$ cat config.mk
export PLATFORM = sky130hd
export DESIGN_NAME = regfile_mp
export DESIGN_NICKNAME = d
export VERILOG_FILES = /design/src/rtl/regfile_mp.sv
export SDC_FILE = /design/constraint.sdc
export NUM_CORES = 2
export LEC_CHECK = 0
export CORE_MARGIN = 2
export CORE_UTILIZATION = 30
export DETAILED_ROUTE_END_ITERATION = 7
export PLACE_DENSITY = 0.5
export SLEW_MARGIN = 40
export SYNTH_ARGS = -nofsm -noshare
export SYNTH_HDL_FRONTEND = slang
export SYNTH_SLANG_ARGS = --single-unit
$ cat constraint.sdc
create_clock -name clock -period 4.2 [get_ports clock]
set_clock_uncertainty 0.15 [all_clocks]
set_input_delay 1.05 -clock clock [delete_from_list [all_inputs] [get_ports clock]]
set_output_delay 1.05 -clock clock [all_outputs]
set_load 0.05 [all_outputs]
$ cat src/rtl/regfile_mp.sv
// Multi-read-port register file with write bypass, pending bits and a sequential soft clear.
// Optional debug ports (dbg_readReg, dbg_data, dbg_wr_count) are enabled by defining REGFILE_DBG_EN.
module regfile_mp #(
  parameter int DATA_W   = 32,
  parameter int ADDR_W   = 5,
  parameter int NREAD    = 2,
  parameter int ZERO_REG = 1
) (
  input  logic                    clock,
  input  logic                    ctrl_reset_n,
  input  logic                    ctrl_writeEnable,
  input  logic [ADDR_W-1:0]       ctrl_writeReg,
  input  logic [DATA_W-1:0]       data_writeReg,
  input  logic [NREAD*ADDR_W-1:0] ctrl_readReg,
  output logic [NREAD*DATA_W-1:0] data_readReg,
  output logic [NREAD-1:0]        pend_readReg,
  input  logic                    ctrl_reserveEnable,
  input  logic [ADDR_W-1:0]       ctrl_reserveReg,
  input  logic                    ctrl_clear,
  output logic                    ctrl_busy,
  output logic                    err_wr_drop
`ifdef REGFILE_DBG_EN
  ,
  input  logic [ADDR_W-1:0]       dbg_readReg,
  output logic [DATA_W-1:0]       dbg_data,
  output logic [15:0]             dbg_wr_count
`endif
);

  localparam int DEPTH = 1 << ADDR_W;
  localparam logic [ADDR_W-1:0] LAST_IDX = {ADDR_W{1'b1}};

  typedef enum logic [0:0] {
    ST_IDLE  = 1'b0,
    ST_CLEAR = 1'b1
  } state_e;

  state_e            state_q, state_d;
  logic [ADDR_W-1:0] idx_q, idx_d;
  logic [DATA_W-1:0] mem_q [DEPTH];
  logic [DEPTH-1:0]  pend_q;
  logic              err_q;

  logic idle_s;
  logic wr_commit_s;
  logic rsv_s;
  logic enter_clear_s;

  // Entry 0 is hard-wired to zero only when ZERO_REG is set.
  function automatic logic is_prot(input logic [ADDR_W-1:0] addr);
    return (ZERO_REG != 0) && (addr == {ADDR_W{1'b0}});
  endfunction

  assign idle_s        = (state_q == ST_IDLE);
  assign wr_commit_s   = ctrl_writeEnable && idle_s && !is_prot(ctrl_writeReg);
  assign rsv_s         = ctrl_reserveEnable && idle_s && !is_prot(ctrl_reserveReg);
  assign enter_clear_s = idle_s && ctrl_clear;

  always_ff @(posedge clock or negedge ctrl_reset_n) begin
    if (!ctrl_reset_n) begin
      state_q <= ST_IDLE;
      idx_q   <= {ADDR_W{1'b0}};
      err_q   <= 1'b0;
    end else begin
      state_q <= state_d;
      idx_q   <= idx_d;
      err_q   <= ctrl_writeEnable && (state_q == ST_CLEAR);
    end
  end

  always_comb begin
    state_d = state_q;
    idx_d   = idx_q;
    case (state_q)
      ST_IDLE: begin
        if (ctrl_clear) begin
          state_d = ST_CLEAR;
          idx_d   = {ADDR_W{1'b0}};
        end else begin
          state_d = ST_IDLE;
        end
      end
      ST_CLEAR: begin
        // Index naturally wraps to 0 as the last entry is zeroed.
        idx_d = idx_q + {{(ADDR_W-1){1'b0}}, 1'b1};
        if (idx_q == LAST_IDX) begin
          state_d = ST_IDLE;
        end else begin
          state_d = ST_CLEAR;
        end
      end
      default: begin
        state_d = ST_IDLE;
        idx_d   = {ADDR_W{1'b0}};
      end
    endcase
  end

  always_ff @(posedge clock or negedge ctrl_reset_n) begin
    if (!ctrl_reset_n) begin
      for (int i = 0; i < DEPTH; i++) begin
        mem_q[i] <= {DATA_W{1'b0}};
      end
    end else if (state_q == ST_CLEAR) begin
      mem_q[idx_q] <= {DATA_W{1'b0}};
    end else if (wr_commit_s) begin
      mem_q[ctrl_writeReg] <= data_writeReg;
    end
  end

  // Reserve is applied after the write clear so a new producer wins on a collision.
  always_ff @(posedge clock or negedge ctrl_reset_n) begin
    if (!ctrl_reset_n) begin
      pend_q <= {DEPTH{1'b0}};
    end else if (enter_clear_s) begin
      pend_q <= {DEPTH{1'b0}};
    end else begin
      if (wr_commit_s) begin
        pend_q[ctrl_writeReg] <= 1'b0;
      end
      if (rsv_s) begin
        pend_q[ctrl_reserveReg] <= 1'b1;
      end
    end
  end

  // Bypass is gated by reset so outputs collapse to zero as soon as reset asserts.
  always_comb begin
    data_readReg = {(NREAD*DATA_W){1'b0}};
    pend_readReg = {NREAD{1'b0}};
    for (int k = 0; k < NREAD; k++) begin
      logic [ADDR_W-1:0] ra;
      ra = ctrl_readReg[k*ADDR_W +: ADDR_W];
      if (is_prot(ra)) begin
        data_readReg[k*DATA_W +: DATA_W] = {DATA_W{1'b0}};
      end else if (wr_commit_s && ctrl_reset_n && (ra == ctrl_writeReg)) begin
        data_readReg[k*DATA_W +: DATA_W] = data_writeReg;
      end else begin
        data_readReg[k*DATA_W +: DATA_W] = mem_q[ra];
      end
      pend_readReg[k] = pend_q[ra];
    end
  end

  assign ctrl_busy   = (state_q == ST_CLEAR);
  assign err_wr_drop = err_q;

`ifdef REGFILE_DBG_EN
  logic [15:0] dbg_cnt_q;

  always_ff @(posedge clock or negedge ctrl_reset_n) begin
    if (!ctrl_reset_n) begin
      dbg_cnt_q <= 16'd0;
    end else if (wr_commit_s) begin
      dbg_cnt_q <= dbg_cnt_q + 16'd1;
    end else begin
      dbg_cnt_q <= dbg_cnt_q;
    end
  end

  assign dbg_data     = mem_q[dbg_readReg];
  assign dbg_wr_count = dbg_cnt_q;
`endif

endmodule
==> impl_metrics.tcl <==
set metrics [dict create \
    run_status "finished with violations" \
    violations_in_the_final_reports "setup timing" \
    synthesis.area_um2 55900 \
    worst-slew-pin-transition_ns 0.893 \
    timing.hold.ws_ns 0.225 \
    layout_worst_path_cycle_share_pct 103 \
    i_o_pin_count 125 \
    viasPerCell 6.33 \
    commonest_cells_after_routing_fill_and_taps_aside "1,063 x dfrtp_1, 993 x a22o_1, 458 x buf_4" \
    design.core.area_um2 185000 \
    detailedRoute.firstIterationViolations 5624 \
    synthArstFlopShare_pct 100 \
    worstPathRequired_ns 3.00 \
    wirelength_um 256000 \
    maxCapViolCount 0 \
    setup_viol 38 \
    total_negative_slack_ns -1.45 \
    critical_path.reg2reg.startpoint "ctrl_busy" \
    grt_pass1_wl_um 360000 \
    worstSetupPathType "in -> out" \
    die_outline_area_um2 190000 \
    fp-row-count 158 \
    power.leakage_nw 31.8 \
    antenna_left 0 \
    ys_seq_elements 1063 \
    grt_max_degree 137 \
    critical-path-top-delay-family "buffers and inverters" \
    ys_types 53 \
    synth-edff-count 0 \
    finalCriticalPeriod_ns 4.31 \
    cts-root-to-sink-buffers 3 \
    fraction_of_layout_cells_with_a_size_suffix_above_1_pct 35.0 \
    postSynthAreaPerCell_um2 12.9 \
    holdCritPathClass "in -> async" \
    initial_antenna_violation_count 10 \
    critical_path_arrival_ns 3.11 \
    p_per_area_nw_per_um2 454 \
    hold_buffers 0 \
    final-hold-violation-count 0 \
    gp_congestion 0.877 \
    reg2reg_depth 7 \
    slew_violations 0 \
    startpoint_type "primary input" \
    grt_setup_unrepaired "true" \
    max-slew-margin-rel_pct 40.3 \
    die_w_um 436 \
    setup.reg_to_reg.worst_slack_ns 1.04 \
    h-tree-depth 3 \
    clock_latency_ns 0.75 \
    yosys_warnings 0 \
    grt.overflow.total 0 \
    die_height_um 436 \
    post-route-worst-setup-slack_ns -0.113 \
    critical_path_buf_inv_count 6 \
    dp_hpwl_um 159000 \
    detail_route.first_pass.iterations 5 \
    wl_per_cell_um 34.9 \
    leading_cell_type_in_the_layout_fill_and_taps_excluded "dfrtp_1" \
    max_freq_mhz 232 \
    cts_root_buffer "clkbuf_16" \
    worst_ir_drop_vdd_uv 409 \
    tritoncts "built" \
    finish.utilization_pct 39.2 \
    critical-path-max-stage-delay_ns 0.36 \
    syn_nets 4407 \
    design.final.nets 4811 \
    cts_made_buffers 119 \
    cells_after_synthesis 4345 \
    postSynth.topFlopCell "dfrtp_1" \
    num_vias 46400 \
    path_clk_slew_ns 0.06 \
    crit_top_cell "buf_12" \
    numPortBuffers 124 \
    drc 0 \
    cp-end-kind "output port" \
    regToRegEndpoint "mem_q[727]" \
    dp_worst_setup_slack_ns -0.653 \
    crit_path_cell_trace "buf_4 -> buf_12 -> buf_12 -> nor2_4 -> buf_4 -> a22oi_2 -> a21oi_2 -> o31a_1 -> buf_12 -> buf_12" \
    timing.critical_path.slowest_stage_cell "nor2_4" \
    clock-sinks 1063 \
    synth_sequential_area_ratio_pct 47.6 \
    floorplan.initialDensity_pct 30.2 \
    grt_use_total_pct 26.0 \
    n_antenna_cell 0 \
    via_count_of_the_first_global_routing_pass 46100 \
    worst-path-max-fanout 9 \
    areaGrowthSynthToFinish_pct 29.8 \
]
registers in the layout, summed over array words and instances, names as in the netlist:
name and flops:
pend_q 32, mem_q 1024, ctrl_busy 1, idx_q 5, err_wr_drop 1
cell families (layout without fill, tap and decap cells):
logic type	count (synthesis)	count (layout)	share of synthesized area (%)
buffers and inverters	565	1071	4.22
adder cells (fa/ha/maj)	5	5	0.112
AO/OA/AOI/OAI	1693	1693	24.2
XOR/XNOR	12	12	0.188
AND/OR/NAND/NOR	281	281	2.85
flip-flops	1063	1063	47.6
multiplexers	726	726	20.9
cell usage after synthesis, types with 10 or more instances:
master       n  share of area, %
a22o_1     993                16
nand2_1     36              0.24
mux2i_1    303               5.4
a221o_1     38              0.68
buf_1       22              0.15
nor3_2      20              0.36
nor2_1      89              0.60
dfrtp_1   1063                48
xnor2_1     10              0.16
nor2b_1     16              0.18
clkbuf_1   409               2.7
a21oi_1    243               2.2
o22ai_1     39              0.44
buf_4       23              0.31
mux4_2     342                14
a22oi_1    235               3.2
buf_2       96              0.86
inv_1       11             0.074
mux2_2      81               1.6
nand2b_1    34              0.38
o31a_1      63              0.99
and2_1      40              0.45
o211ai_1    62              0.83
where the power goes:
part | switching, mW | internal [mW]
clock network | 4.65 | 6.69
registers | 1.33 | 11.8
logic | 4.51 | 3.94
layout make-up:
class | count | area (um^2)
fillers | 17300 | 113000
multi-input cells | 2717 | 28500
flip-flops and latches | 1063 | 26600
repair buffers | 837 | 10100
clock buffers | 173 | 3550
well taps | 2480 | 3100
clock inverters | 50 | 642
inverters | 11 | 41.3
per-stage QoR:
step           power, mW  cell area, um^2  instances
6_report            32.9            72500       7331
5_1_grt             34.0            72500       7331
4_1_cts             32.7            71100       7252
3_5_place_dp        21.1            64900       6972
3_3_place_gp        20.9            64600       6957
2_1_floorplan       17.5            55900       4345
worst reg2reg max path, cell delays in order (launching register included):
cell	delay [ns]
dfrtp_1	0.45
buf_4	0.33
nand2b_2	0.48
buf_4	0.39
nor3_4	0.10
a21oi_4	0.70
buf_12	0.31
a22o_1	0.19
metal layers:
metal  track usage [%]  wire length [um]
met1              35.8            104000
met2              39.0            114000
met3              5.41             23900
met4              12.4             13900
met5                 0                13
worst max path at each step:
stage                     startpoint          endpoint  slack [ns]  cells past startpoint
floorplan            ctrl_readReg[5]  data_readReg[58]         0.1                      7
global route         ctrl_readReg[5]  data_readReg[58]       -0.15                     10
CTS                  ctrl_readReg[0]   pend_readReg[0]        -0.1                      7
finish               ctrl_readReg[4]  data_readReg[31]       -0.11                     10
global placement    ctrl_writeReg[4]  data_readReg[30]       -1.20                      9
detailed placement  ctrl_writeReg[4]  data_readReg[34]       -0.65                     10
timing repair:
action | CTS | global route
buffers inserted | 49 | 78
pin swaps | 48 | 80
cloned | 13 | 13
resized for setup | 271 | 131
endpoints found under the setup margin | 66 | 66
Note: power is estimated with default switching activity, not from simulation.
